--- src/rtl/gen_queue_pkg.sv ---
// gen_queue_pkg: shared types and constants for the queue stream adapter
package gen_queue_pkg;
  typedef enum logic {ARB_PUSH_PRI = 1'b0, ARB_POP_PRI = 1'b1} arb_st_type;
  localparam int OBUF_DEPTH = 2;
  localparam int OBUF_CNT_W = $clog2(OBUF_DEPTH + 1);
endpackage

--- src/rtl/gen_skid_fifo2.sv ---
// gen_skid_fifo2: 2-entry register FIFO, head entry presented on rdata
module gen_skid_fifo2
  import gen_queue_pkg::*;
#(
  parameter int DATA_W = 8
) (
  input  logic                  clk,
  input  logic                  rstn,
  input  logic                  sw_rst,
  input  logic                  wr,
  input  logic [DATA_W-1:0]     wdata,
  input  logic                  rd,
  output logic [DATA_W-1:0]     rdata,
  output logic [OBUF_CNT_W-1:0] cnt
);
  logic [DATA_W-1:0] e1;
  always_ff @(posedge clk or negedge rstn) begin
    if (!rstn) begin
      cnt   <= '0;
      rdata <= '0;
      e1    <= '0;
    end else if (sw_rst) begin
      cnt   <= '0;
      rdata <= '0;
      e1    <= '0;
    end else begin
      cnt <= cnt + OBUF_CNT_W'(wr) - OBUF_CNT_W'(rd);
      // a write into a 1-entry buffer that is also being read lands straight in the head
      if (rd) rdata <= (wr && cnt == OBUF_CNT_W'(1)) ? wdata : e1;
      else if (wr && cnt == '0) rdata <= wdata;
      if (wr && (rd ? cnt == OBUF_CNT_W'(2) : cnt == OBUF_CNT_W'(1))) e1 <= wdata;
    end
  end
endmodule

--- src/rtl/gen_queue_stream_ctrl.sv ---
// gen_queue_stream_ctrl: valid/ready stream adapter around a single-port push/pop queue
module gen_queue_stream_ctrl
  import gen_queue_pkg::*;
#(
  parameter int DATA_W  = 8,
  parameter int DEPTH   = 100,
  parameter int SIM_DLY = 1,
  localparam int DEPTH_W = $clog2(DEPTH + 1)
) (
  input  logic               clk,
  input  logic               rstn,
  input  logic               sw_rst,
  input  logic [DEPTH_W-1:0] cnfg_depth,
  input  logic               in_valid,
  output logic               in_ready,
  input  logic [DATA_W-1:0]  in_data,
  output logic               out_valid,
  input  logic               out_ready,
  output logic [DATA_W-1:0]  out_data,
  output logic               q_push,
  output logic               q_pop,
  output logic [DATA_W-1:0]  q_wdata,
  input  logic [DATA_W-1:0]  q_rdata,
  output logic [DEPTH_W-1:0] q_cnt
);
  arb_st_type            arb_st;
  logic                  rd_pend, out_fire, pop_elig, push_fire;
  logic [OBUF_CNT_W-1:0] obuf_cnt;
  logic [2:0]            occ;
  always_comb begin
    out_valid = obuf_cnt != '0;
    out_fire  = out_valid && out_ready;
    // words already committed to the output buffer once this cycle settles
    occ       = 3'(obuf_cnt) + 3'(rd_pend) - 3'(out_fire);
    pop_elig  = q_cnt != '0 && occ < 3'(OBUF_DEPTH);
    in_ready  = !sw_rst && q_cnt < cnfg_depth && (arb_st == ARB_PUSH_PRI || !pop_elig);
    push_fire = in_valid && in_ready;
    q_push    = push_fire;
    q_pop     = !sw_rst && pop_elig && !push_fire;
    q_wdata   = in_data;
  end
  always_ff @(posedge clk or negedge rstn) begin
    if (!rstn) begin
      q_cnt   <= '0;
      rd_pend <= 1'b0;
      arb_st  <= ARB_PUSH_PRI;
    end else if (sw_rst) begin
      q_cnt   <= '0;
      rd_pend <= 1'b0;
      arb_st  <= ARB_PUSH_PRI;
    end else begin
      q_cnt   <= q_cnt + DEPTH_W'(q_push) - DEPTH_W'(q_pop);
      rd_pend <= q_pop;
      arb_st  <= q_push ? ARB_POP_PRI : q_pop ? ARB_PUSH_PRI : arb_st;
      assert (obuf_cnt <= OBUF_CNT_W'(OBUF_DEPTH))
        else $error("output buffer overflow (queue sim delay %0d)", SIM_DLY);
    end
  end
  gen_skid_fifo2 #(.DATA_W(DATA_W)) u_obuf (
    .clk   (clk),
    .rstn  (rstn),
    .sw_rst(sw_rst),
    .wr    (rd_pend),
    .wdata (q_rdata),
    .rd    (out_fire),
    .rdata (out_data),
    .cnt   (obuf_cnt)
  );
endmodule

--- config.mk ---
export PLATFORM = sky130hd
export DESIGN_NAME = gen_queue_stream_ctrl
export DESIGN_NICKNAME = d
export VERILOG_FILES = /design/src/rtl/gen_queue_pkg.sv /design/src/rtl/gen_skid_fifo2.sv /design/src/rtl/gen_queue_stream_ctrl.sv
export SDC_FILE = /design/constraint.sdc
export NUM_CORES = 1
export LEC_CHECK = 0
export ABC_AREA = 1
export BUFFER_PORTS_ARGS = -buffer_cell sky130_fd_sc_hd__buf_2
export CAP_MARGIN = 20
export CORE_AREA = 8 8 73 75
export CTS_CLUSTER_DIAMETER = 200
export DETAILED_ROUTE_END_ITERATION = 12
export DIE_AREA = 0 0 81 83
export PLACE_DENSITY = 0.77
export SETUP_SLACK_MARGIN = 0.02
export SYNTH_ARGS = -nofsm -noshare
export SYNTH_HDL_FRONTEND = slang
export SYNTH_SLANG_ARGS = --single-unit
export TNS_END_PERCENT = 1
--- constraint.sdc ---
create_clock -name clk -period 9.45 [get_ports clk]
set_input_delay 1.89 -clock clk [delete_from_list [all_inputs] [get_ports clk]]
set_output_delay 1.89 -clock clk [all_outputs]
set_load 0.02 [all_outputs]
Word level (Yosys, flattened, before mapping)
Cells that the tools add are included.
{ "totals": {"out_inout_bits": 27, "word_cells": 50, "reg_bits": 27} }
{ "op_classes": {"n_eq_ne": 2, "mux": 13, "n_addsub": 6, "n_bitwise": 1, "n_reduce_logical": 20, "magnitude_cmp": 2} }
{ "op_table": {"columns": ["operator", "n"], "rows": [
  ["$mux W8", 6],
  ["$logic_and A1 B1 Y1", 10],
  ["$add A7 B1 Y7", 1],
  ["$lt A7 B7 Y1", 1],
  ["$mux W7", 1],
  ["$reduce_bool A7 Y1", 1],
  ["$sub A7 B1 Y7", 1],
  ["$reduce_bool A3 Y1", 2],
  ["$mux W1", 5],
  ["$reduce_bool A2 Y1", 2],
  ["$add A2 B1 Y3", 1],
  ["$logic_not A1 Y1", 3],
  ["$lt A3 B2 Y1 const B", 1],
  ["$sub A3 B1 Y3", 1],
  ["$add A2 B1 Y2", 1],
  ["$eq A2 B1 Y1 const B", 1],
  ["$eq A2 B2 Y1 const B", 1],
  ["$logic_not A2 Y1", 1],
  ["$mux W2", 1],
  ["$sub A2 B1 Y2", 1],
  ["$logic_or A1 B1 Y1", 1],
  ["$not A1 Y1", 1]
]} }

Longest topological paths before layout
Gate-level depths: netlist of the first run.
{ "logic_depth": {"word_depth": 14, "depth_mapped": 24, "depth_no_buf": 24} }

By module
From an unflattened synthesis of the first run, not the netlist that was laid out.
{ "unflattened": {"cells_unflattened": 247, "hier_area_um2": 1960.6} }
{ "by_module_without_submodules": {"columns": ["mod", "area_each_um2", "instances", "cells_per_inst", "seq_area_each_um2"], "rows": [
  ["gen_skid_fifo2", 1017.2, 1, 117, 450.4],
  ["gen_queue_stream_ctrl", 943.4, 1, 130, 225.2]
]} }

Least setup slack after synthesis of the first run
OpenSTA, ideal clock, no wires.
{ "synth_timing": {"path_kind": "input port to output port", "startpoint": "in out_ready", "endpoint": "out q_pop", "required_time_ns": 7.560, "cell_stages": 12, "setup_slack_ns": 4.090, "arrival_time_ns": 3.470, "path_buffers": 0, "cell_sequence": "o21a_4 > nand2_1 > o21ai_0 > ha_1 > inv_1 > fa_1 > nand2_1 > nor2_1 > nand3_1 > nand3_1 > nand2_1 > inv_1"} }
{ "synth_between": {"elab_chain_len": 10, "elab_cells_between_ends": 11, "classes_between": "add/sub (1); order compare (1); reduce/logical (9)"} }
{ "synth_rtl": {"columns": ["element", "line_no", "text"], "rows": [
  ["from (decl)", "gen_queue_stream_ctrl.sv:18", "input logic out_ready,"],
  ["$logic_and A1 B1 Y1 (*)", "gen_queue_stream_ctrl.sv:32", "out_fire = out_valid && out_ready;"],
  ["$sub A3 B1 Y3 (*)", "gen_queue_stream_ctrl.sv:34", "occ = 3'(obuf_cnt) + 3'(rd_pend) - 3'(out_fire);"],
  ["$lt A3 B2 Y1 (*)", "gen_queue_stream_ctrl.sv:35", "pop_elig = q_cnt != '0 && occ < 3'(OBUF_DEPTH);"],
  ["$logic_and A1 B1 Y1 (*)", "gen_queue_stream_ctrl.sv:35", null],
  ["$logic_not A1 Y1", "gen_queue_stream_ctrl.sv:36", "in_ready = !sw_rst && q_cnt < cnfg_depth && (arb_st == ARB_PUSH_PRI || !pop_elig);"],
  ["$logic_or A1 B1 Y1", "gen_queue_stream_ctrl.sv:36", null],
  ["$logic_and A1 B1 Y1", "gen_queue_stream_ctrl.sv:36", null],
  ["$logic_and A1 B1 Y1", "gen_queue_stream_ctrl.sv:37", "push_fire = in_valid && in_ready;"],
  ["$logic_not A1 Y1", "gen_queue_stream_ctrl.sv:39", "q_pop = !sw_rst && pop_elig && !push_fire;"],
  ["$logic_and A1 B1 Y1 (*)", "gen_queue_stream_ctrl.sv:39", null],
  ["to (decl)", "gen_queue_stream_ctrl.sv:21", "output logic q_pop,"]
]} }
Every way passes the cells marked *; elsewhere a longest branch is shown, timed or not.

Final worst setup path of the first run
Same ends and word-level chain as after synthesis.

==> run metrics, run 1 <==
outcome finished, final reports clean; wire length reported by the detailed router 3.83 mm; largest stage delay on the critical path 0.50 ns; post-synthesis adder-cell area fraction 13.3%; number of buffers created by CTS 3; post-route cell area 2040 µm²; Post-Synthesis Net Count 279; # diodes 0; clock latency of the later-clocked register in the worst-skew pair 0.28 ns; first-pass GRT wire length 6.90 mm; number of failing setup endpoints in the final timing report 0; Bufs and invs on worst path 4; standard cell core area 4200 µm²; die outline width 81 µm; TritonCTS clock tree yes; family with the most delay on the worst path adder cells; Max Root-Sink Buffers 2; flip-flop and latch count after synthesis 27; Initial DRC Count 103; CP Data Required Time 7.56 ns; Worst Setup End Kind primary output; via count 1,492; destination of the worst register-to-register timing path q_cnt[6]; Max-Slew Margin vs Limit 59.0%; Post-Place Cell Area 1990 µm²; most used routing layer in global routing met2; post-route minimum period 5.69 ns; met1 capacity usage during global routing 14.3%; type of the most critical hold path reg -> reg; cell depth of the worst flop-to-flop path 23; main combinational cell family by area after synthesis simple AND/OR/NAND/NOR gates; r2r startpoint u_obuf.cnt[1]; CTS clock-pin slew for the worst setup and hold paths 0.10 ns; gate count of the mapped netlist 233; worst hold stages 2; share of layout cells above drive strength 1 21.9%; count of pins over their slew limit 0; standard cell with the maximum stage delay on the critical path sky130_fd_sc_hd__fa_1; reg-to-reg slack, setup 5.88 ns; Port-buffer cells 38; transition time of the tightest slew-check pin 0.614 ns; Peak supply drop 119 µV; list of cells traversed by the critical path buf_2 -> o21a_4 -> nand2_1 -> o21ai_0 -> ha_1 -> inv_1 -> fa_1 -> nand2_1 -> nor2_1 -> nand3_1 -> nand3_1 -> nand2_1 -> inv_1 -> buf_2; M3 GR Usage 2.48%; Rows 24; final hold violation count 0; all-layer global routing usage 12.5%; area grow syn2layout 12.6%; clock root buffer sky130_fd_sc_hd__clkbuf_8; area of the multi-input gates 893 µm²; synth warn 0; CP Max Fanout 4; hold path startpoint u_obuf.rdata[1]; total iterations of the first detailed-routing run 4; gpl congestion 0.818; vertical extent of the die 83 µm; Routed Antenna Nets 0; maximum number of pins on one net before global-route repair 28; sink of the worst hold path u_obuf.rdata[1]; full die area 6720 µm²; Setup WS pre-CTS 3.76 ns; number of sinks driven by the clock tree 27; area taken by flip-flops and latches 676 µm²; effective utilization at floorplan 43.1%; simple-gate share of the synthesized area 24.2%; unrepaired setup endpoints after global routing false; maxcap violations 0; reported leakage power 1.17 nW; complex-gate fraction of the synthesized area 11.4%; share of synthesized area spent on multiplexers 0%; number of antenna violations at the first check in global routing 0; count of H-tree levels built during CTS 1; grt ovf 0; Post-Synthesis Cell Area 1810 µm²; final worst path period share 60.2%; drt via density 4.71; count of hold-fix buffers inserted at cts 0; Worst path most repeated cell sky130_fd_sc_hd__nand2_1; final-stage net count 312; Syn Area/Cell 7.77 µm²; number of I/O pins 55; post-cts repair resize count 0; count of distinct cell types in the synthesized netlist 28; Setup Crit Path Kind in -> out; nature of the critical path startpoint input port; detail-routed net length per standard cell 12.1 µm; # DRC 0; Post-CTS Setup Inserts 0; final setup slack of the worst path 3.76 ns; global routing met2 resource utilization 21.6%; xor-xnor portion of the synthesized cell area 0.484%; critical path data arrival time 3.80 ns; clock tree skew after final layout 0.00600 ns; post-synthesis sequential area ratio 37.3%; PwrDens 303 nW/µm²; count of fill cells added during filler insertion 439; via count of the first global-routing pass 1,581; Post-Route Setup TNS 0 ns; highest clock rate 0.176 GHz; half-perimeter wire length after placement 3.07 mm
## where the power goes
group | switching, W | internal, W | total, W
Clock | 0.0000375 | 0.0000300 | 0.0000675
Combinational | 0.000238 | 0.000131 | 0.000369
Sequential | 0.0000301 | 0.000150 | 0.000180
## placed cells by master, fill, tap and decap left out, drive strengths merged
cell      Yosys  final
a21boi        1      1
a21oi         7      7
a31oi         1      1
and2          1      1
buf          10     38
clkbuf        0      3
clkinvlp      0      1
dfrtp        27     27
fa            2      2
ha           16     16
inv          44     44
nand2        70     70
nand3         6      6
nand4         2      2
nor2         22     22
o21a          1      1
o21ai        21     21
o21bai        1      1
xor2          1      1
## metrics by stage
stage                     util [%]  total power [W]  cells  hold slack, ns
after global routing          48.5         0.000692    317           0.515
after detailed placement      47.3         0.000556    313           0.462
after CTS                     48.5         0.000626    317           0.488
final                         48.5         0.000617    317           0.479
after global placement        47.3         0.000544    313           0.460
after floorplan                  -         0.000469    233           0.480
## worst reg2reg max path, delay by kind of cell (launching register included)
kind,cells,cell delay [ns]
AO/OA/AOI/OAI,2,0.31
buffers and inverters,5,0.33
flip-flops,1,0.49
AND/OR/NAND/NOR,11,0.96
adder cells (fa/ha/maj),5,1.38
## metal layers
layer | up-vias | share of wire (%)
met4 | 0 | 1.7
met3 | 5 | 4.5
met2 | 21 | 50
li1 | 775 | -
met5 | - | 0
met1 | 691 | 44
## registers in the layout, indices dropped and copies added, names as in the netlist
register,count
u_obuf.e1,8
u_obuf.rdata,8
q_cnt,7
u_obuf.cnt,2
arb_st,1
rd_pend,1
## final cells by class
type | instances | share of cell area (%)
multi-input combinational | 152 | 43.8
sequential | 27 | 33.1
clock buffer | 3 | 2.03
inverter | 44 | 8.10
tap | 52 | 3.19
timing repair buffer | 38 | 9.33
clock inverter | 1 | 0.368
## Yosys cell counts, drive strengths merged
cell type | n | area (µm²)
fa | 2 | 40.0
o21a | 1 | 15.0
and2 | 1 | 6.26
nand4 | 2 | 12.5
a21boi | 1 | 7.51
dfrtp | 27 | 676
xor2 | 1 | 8.76
o21bai | 1 | 7.51
nand3 | 6 | 30.0
a31oi | 1 | 6.26
nand2 | 70 | 273
nor2 | 22 | 116
a21oi | 7 | 35.0
buf | 10 | 76.3
o21ai | 21 | 135
inv | 44 | 165
ha | 16 | 200
## kinds of logic (layout without fill, tap and decap cells)
| family | after synthesis | after routing |
|---|---|---|
| xor+xnor | 1 | 1 |
| simple gates | 101 | 101 |
| buf+inv | 54 | 86 |
| flops | 27 | 27 |
| compound gates | 32 | 32 |
| fa+ha+maj | 18 | 18 |
## worst max-delay path by stage
stage,slack (ns),cells after the start,end,startpoint
global placement,3.80,14,q_pop,out_ready
detailed placement,3.76,14,q_pop,out_ready
global route,3.51,14,q_pop,out_ready
finish,3.76,14,q_pop,out_ready
CTS,3.75,14,q_pop,out_ready
floorplan,4.09,12,q_pop,out_ready
Note: power is estimated with default switching activity, not from simulation.
==> run 2, diff against run 1 <==
- PLACE_DENSITY: 0.77 -> 0.8
- clock period: 9.45 -> 4.7 ns (I/O delays scaled with it)
==> run 2 against run 1 <==
Net effect:
- die area stayed put
- routed wire length hardly changed
- utilization unchanged
- critical path depth increased by 10
- hold slack improved by 0.0050 ns
- register-to-register slack got worse by 4.8 ns
- largest cell class unchanged
==> run metrics, run 2 (synthesis results as in run 1) <==
outcome finished, final reports clean; final setup slack of the worst path 0.826 ns (-2.93 ns); Post-Route Setup TNS 0 ns (unchanged); overall power of the completed layout 0.00125 W (+100%); via count of the first global-routing pass 1,538 (-2.7%); clock root buffer sky130_fd_sc_hd__clkbuf_8; number of I/O pins 55 (unchanged); count of pins over their slew limit 0 (unchanged); full die area 6720 µm² (unchanged); r2r startpoint u_obuf.cnt[1]; clock tree skew after final layout 0.00654 ns (+0.000534 ns); Bufs and invs on worst path 6 (+2); gpl congestion 0.790 (-3.4%); commonest cells after routing, fill and taps aside sky130_fd_sc_hd__nand2_1 (68), sky130_fd_sc_hd__inv_1 (41), sky130_fd_sc_hd__buf_2 (38); total iterations of the first detailed-routing run 4 (unchanged); list of cells traversed by the critical path buf_2 -> o21a_4 -> nand2_1 -> o21ai_0 -> ha_1 -> inv_1 -> fa_1 -> nand2_1 -> nor2_1 -> nand3_1 -> nand3_1 -> nand2_1 -> inv_1 -> ha_1 -> inv_1 -> ha_1 -> inv_1 -> fa_1 -> inv_1 -> nand4_1 -> nand3_1 -> nand2_1 -> nand2_1 -> nor2_1; maxcap violations 0 (unchanged); number of antenna violations at the first check in global routing 0 (unchanged); type of the most critical hold path reg -> reg; final worst path period share 82.4%; largest stage delay on the critical path 0.50 ns (about the same); die outline width 81 µm (unchanged); number of failing setup endpoints in the final timing report 0 (unchanged); wire length reported by the detailed router 3.84 mm (about the same); all-layer global routing usage 12.3% (-0.24 points); highest clock rate 0.258 GHz; reported leakage power 1.17 nW (unchanged); post-cts repair resize count 0 (unchanged); Initial DRC Count 73 (-29%); cell depth of the worst flop-to-flop path 23 (unchanged); number of buffers created by CTS 3 (unchanged); CTS clock-pin slew for the worst setup and hold paths 0.10 ns (about the same); share of layout cells above drive strength 1 21.9% (unchanged); area grow syn2layout 12.6% (unchanged); CP Max Fanout 4 (unchanged); final-stage net count 312 (unchanged); count of H-tree levels built during CTS 1 (unchanged); count of hold-fix buffers inserted at cts 0 (unchanged); number of sinks driven by the clock tree 27 (unchanged); count of fill cells added during filler insertion 406 (-7.5%); via count 1,504 (+0.80%); detail-routed net length per standard cell 12.1 µm (about the same); # DRC 0 (unchanged); count of cell instances traversed by the critical path 24 (+10); clock latency of the later-clocked register in the worst-skew pair 0.28 ns (about the same); maximum number of pins on one net before global-route repair 28 (unchanged); PwrDens 614 nW/µm² (+100%); Setup Crit Path Kind in -> reg; critical path data arrival time 4.05 ns (+0.25 ns); Routed Antenna Nets 0 (unchanged); Post-Place Cell Area 1990 µm² (unchanged); final hold violation count 0 (unchanged); Rows 24 (unchanged); Port-buffer cells 38 (unchanged); destination of the worst register-to-register timing path q_cnt[6]; post-route minimum period 3.87 ns; most common cell after layout, fill and taps aside sky130_fd_sc_hd__nand2_1; reg-to-reg slack, setup 1.07 ns (-4.81 ns); grt ovf 0 (unchanged); drt via density 4.74 (+0.80%); Max Root-Sink Buffers 2 (unchanged); vertical extent of the die 83 µm (unchanged); transition time of the tightest slew-check pin 0.592 ns (-0.0227 ns); crit path to q_cnt[6]; final core area utilization 48.5% (unchanged); CP Data Required Time 4.88 ns (-2.68 ns); nature of the critical path startpoint input port; unrepaired setup endpoints after global routing false; Setup WS pre-CTS 0.594 ns (-3.17 ns); biggest regs u_obuf.e1: 8 flops, u_obuf.rdata: 8 flops, q_cnt: 7 flops; half-perimeter wire length after placement 3.07 mm (-0.19%); Peak supply drop 204 µV (+71%); standard cell with the maximum stage delay on the critical path sky130_fd_sc_hd__fa_1; first-pass GRT wire length 6.87 mm (-0.51%); standard cell core area 4200 µm² (unchanged); family with the most delay on the worst path adder cells; Post-CTS Setup Inserts 0 (unchanged); startpoint of the worst setup timing path out_ready; post-route cell area 2040 µm² (unchanged); Max-Slew Margin vs Limit 60.5% (+1.5 points); # diodes 0 (unchanged); effective utilization at floorplan 43.1% (unchanged); TritonCTS clock tree yes; Worst Setup End Kind flip-flop
run 2: cell counts in the layout (fill, tap and decap cells not counted):
Identical to the previous run, type by type.
run 2: report_power, final:
group	switching, W	leakage (nW)	internal [W]
registers	0.0000609	0.359	0.000302
logic	0.000484	0.788	0.000265
clock network	0.0000779	0.0217	0.0000603
total	0.000623	1.17	0.000628
run 2: how the worst min path moves through the flow:
stage               startpoint               to  slack, ns  cells past startpoint
6_report       u_obuf.rdata[0]  u_obuf.rdata[0]       0.48                      2
3_3_place_gp   u_obuf.rdata[0]  u_obuf.rdata[0]       0.46                      2
3_5_place_dp   u_obuf.rdata[0]  u_obuf.rdata[0]       0.46                      2
5_1_grt        u_obuf.rdata[7]  u_obuf.rdata[7]       0.52                      2
2_1_floorplan           arb_st           arb_st       0.48                      2
4_1_cts        u_obuf.rdata[0]  u_obuf.rdata[0]       0.49                      2
run 2: cell type report:
type | count | area [µm²] | share of cell area, %
sequential | 27 | 676 | 33.1
clock inverter | 1 | 7.51 | 0.368
tap | 52 | 65.1 | 3.19
inverter | 44 | 165 | 8.10
clock buffer | 3 | 41.3 | 2.03
multi-input combinational | 152 | 893 | 43.8
timing repair buffer | 38 | 190 | 9.33
run 2: stage by stage:
stage               instances  hold WS (ns)
floorplan                 233         0.480
global placement          313         0.461
detailed placement        313         0.461
CTS                       317         0.487
global route              317         0.517
finish                    317         0.484
run 2: worst min-delay path: stages (launching register included):
cell                      delay (ns)
sky130_fd_sc_hd__dfrtp_1        0.35
sky130_fd_sc_hd__nand2_1        0.05
sky130_fd_sc_hd__nand2_1        0.05
run 2: metal layers:
layer	vias up	routed length, µm	share of wire [%]	GRT usage (%)
li1	770	-	-	-
met1	700	1650	43	14.9
met2	29	1920	50	19.9
met3	5	201	5.2	2.91
met4	0	62	1.6	5.20
met5	-	0	0	0
==> run 3, diff against run 2 <==
- clock period: 4.7 -> 3.15 ns (I/O delays scaled with it)
==> run 3 against run 2 <==
Net effect:
- the flow now finishes with violations (negative setup slack)
- routed wire length up 9.0%
- utilization up 4.2 points
- final cell count grew 4.7%
- clock skew shrank 0.0021 ns
- die area unchanged
- worst setup slack got worse by 0.90 ns
- sequential share of layout area down 2.6 points
- combinational power rose by 91%
- global-route usage increased by 0.79 points
==> run metrics, run 3 (synthesis results as in run 1) <==
maxcap violations 0 (unchanged); Rows 24 (unchanged); share of layout cells above drive strength 1 31.8% (+9.9 points); number of sinks driven by the clock tree 27 (unchanged); clock group share of total power 9.4% (-1.6 points); Initial DRC Count 86 (+18%); fraction of power consumed by sequential logic 24.3% (-4.7 points); type of the most critical hold path in -> async; clock latency of the later-clocked register in the worst-skew pair 0.27 ns (about the same); Peak supply drop 389 µV (+91%); vertical extent of the die 83 µm (unchanged); detail-routed net length per standard cell 12.6 µm (+4.1%); number of buffers created by CTS 3 (unchanged); commonest cells after routing, fill and taps aside sky130_fd_sc_hd__nand2_1 (66), sky130_fd_sc_hd__inv_1 (35), sky130_fd_sc_hd__buf_2 (35); Sw Pwr 0.00104 W (+66%); number of antenna violations at the first check in global routing 0 (unchanged); maximum number of pins on one net before global-route repair 28 (unchanged); PwrDens 977 nW/µm² (+59%); biggest regs u_obuf.e1: 8 flops, u_obuf.rdata: 8 flops, q_cnt: 7 flops; final worst path period share 102%; die outline width 81 µm (unchanged); # diodes 0 (unchanged); Setup WS pre-CTS -0.473 ns (-1.07 ns); final hold violation count 0 (unchanged); TritonCTS clock tree yes; Worst Setup End Kind flip-flop; Max Root-Sink Buffers 2 (unchanged); gpl congestion 0.827 (+4.7%); # DRC 0 (unchanged); area grow syn2layout 22.3%; most common cell after layout, fill and taps aside sky130_fd_sc_hd__nand2_1; routed wire length on met2 2.11 mm (+9.8%); violations in the final reports negative setup slack; via count 1,593 (+5.9%); CP Data Required Time 3.32 ns (-1.56 ns); number of failing setup endpoints in the final timing report 2 (+2); highest clock rate 0.311 GHz; number of I/O pins 55 (unchanged); final core area utilization 52.6% (+4.2 points); final setup slack of the worst path -0.0702 ns (-0.896 ns); first-pass GRT wire length 7.29 mm (+6.2%); clock root buffer sky130_fd_sc_hd__clkbuf_8; count of hold-fix buffers inserted at cts 0 (unchanged); all-layer global routing usage 13.1% (+0.79 points); half-perimeter wire length after placement 3.34 mm (+8.9%); CP Max Fanout 4 (unchanged); relative contribution of combinational cells to total power 66.3% (+6.4 points); wire length reported by the detailed router 4.18 mm (+9.0%); final-stage net count 327 (+4.8%); tightest hold margin 0.346 ns (-0.139 ns); full die area 6720 µm² (unchanged); standard cell core area 4200 µm² (unchanged); count of H-tree levels built during CTS 1 (unchanged); grt ovf 0 (unchanged); total internal power 0.00113 W (+79%); sum of routed wire segments on met1 1.75 mm (+6.1%); CTS clock-pin slew for the worst setup and hold paths 0.10 ns (about the same); nature of the critical path startpoint input port; top routing layer used met4; effective utilization at floorplan 43.1% (unchanged); switching power share of the total 47.9% (-1.9 points); overall power of the completed layout 0.00216 W (+73%); Port-buffer cells 38 (unchanged); Setup Crit Path Kind in -> reg; Max-Slew Margin vs Limit 60.3% (-0.28 points); reported leakage power 1.24 nW (+5.9%); routed wl met3 232 µm (+15%); Routed Antenna Nets 0 (unchanged); critical path data arrival time 3.39 ns (-0.66 ns); via count of the first global-routing pass 1,711 (+11%); outcome finished, violations left; unrepaired setup endpoints after global routing true; post-route minimum period 3.22 ns; count of pins over their slew limit 0 (unchanged); clock tree skew after final layout 0.00440 ns (-0.00214 ns); total iterations of the first detailed-routing run 4 (unchanged); transition time of the tightest slew-check pin 0.596 ns (+0.00414 ns); drt via density 4.80 (+1.1%)
-- run 3: cell types whose count changed in the layout (fill, tap and decap cells not counted), moves of 3 or more --
cell	previous run	this run
sky130_fd_sc_hd__inv_2	3	8
sky130_fd_sc_hd__buf_2	38	35
sky130_fd_sc_hd__ha_1	16	13
sky130_fd_sc_hd__inv_1	41	35
sky130_fd_sc_hd__buf_4	0	17
-- run 3: worst max-delay path, stage by stage --
cell and delay [ns]:
sky130_fd_sc_hd__buf_6 0.08, sky130_fd_sc_hd__o21a_4 0.12, sky130_fd_sc_hd__nand2_2 0.04, sky130_fd_sc_hd__o21ai_1 0.07
sky130_fd_sc_hd__ha_2 0.19, sky130_fd_sc_hd__inv_2 0.03, sky130_fd_sc_hd__fa_1 0.50, sky130_fd_sc_hd__nand2_1 0.07
sky130_fd_sc_hd__nor2_2 0.11, sky130_fd_sc_hd__nand3_1 0.11, sky130_fd_sc_hd__nand3_2 0.11, sky130_fd_sc_hd__nand2_2 0.07
sky130_fd_sc_hd__inv_4 0.06, sky130_fd_sc_hd__ha_4 0.19, sky130_fd_sc_hd__inv_2 0.06, sky130_fd_sc_hd__ha_4 0.12
sky130_fd_sc_hd__inv_2 0.03, sky130_fd_sc_hd__fa_2 0.33, sky130_fd_sc_hd__inv_2 0.08, sky130_fd_sc_hd__nand4_1 0.07
sky130_fd_sc_hd__nand3_1 0.12, sky130_fd_sc_hd__nand2_1 0.07, sky130_fd_sc_hd__nand2_1 0.07, sky130_fd_sc_hd__nor2_1 0.05
-- run 3: what timing repair did --
item | CTS | global route
setup buffers | 5 | 1
endpoints found under the setup margin | 6 | 8
gates resized for setup | 6 | 3
pin swaps | 12 | 2
-- run 3: metrics by stage --
step                cell area, µm²  cells  setup TNS [ns]
finish                        2210    332          -0.109
floorplan                     1850    233          -0.758
global placement              2100    322           -1.28
global route                  2210    332          -0.893
detailed placement            2100    322           -1.92
CTS                           2200    331         -0.0812
-- run 3: worst paths after layout --
kind                                 start         endpoint  slack [ns]  depth (start not counted)
hold / removal                        rstn         q_cnt[3]        0.35                          1
min in group clk           u_obuf.rdata[6]  u_obuf.rdata[6]        0.48                          2
max in group asynchronous             rstn     u_obuf.e1[5]        2.40                          1
setup / recovery                 out_ready         q_cnt[6]       -0.07                         24
setup reg to reg             u_obuf.cnt[0]         q_cnt[6]       -0.07                         23
hold reg to reg            u_obuf.rdata[6]  u_obuf.rdata[6]        0.48                          2
-- run 3: metal layers --
metal | GRT usage [%] | vias to the layer above
li1 | - | 806
met1 | 15.4 | 737
met2 | 22.5 | 41
met3 | 2.05 | 9
met4 | 5.53 | 0
met5 | 0 | -
-- run 3: layout make-up --
type | count | area, µm²
Multi-Input combinational cell | 152 | 942
Timing Repair Buffer | 53 | 314
Tap cell | 52 | 65.1
Clock buffer | 3 | 41.3
Clock inverter | 1 | 7.51
Sequential cell | 27 | 676
Inverter | 44 | 168
Fill cell | 412 | 1990
-- run 3: power by group through the flow --
stage | Combinational, W | Sequential (W) | Clock, W
CTS | 0.00141 | 0.000527 | 0.000204
global route | 0.00160 | 0.000540 | 0.000215
finish | 0.00143 | 0.000527 | 0.000202
floorplan | 0.000853 | 0.000618 | 0
global placement | 0.00125 | 0.000531 | 0
detailed placement | 0.00130 | 0.000535 | 0
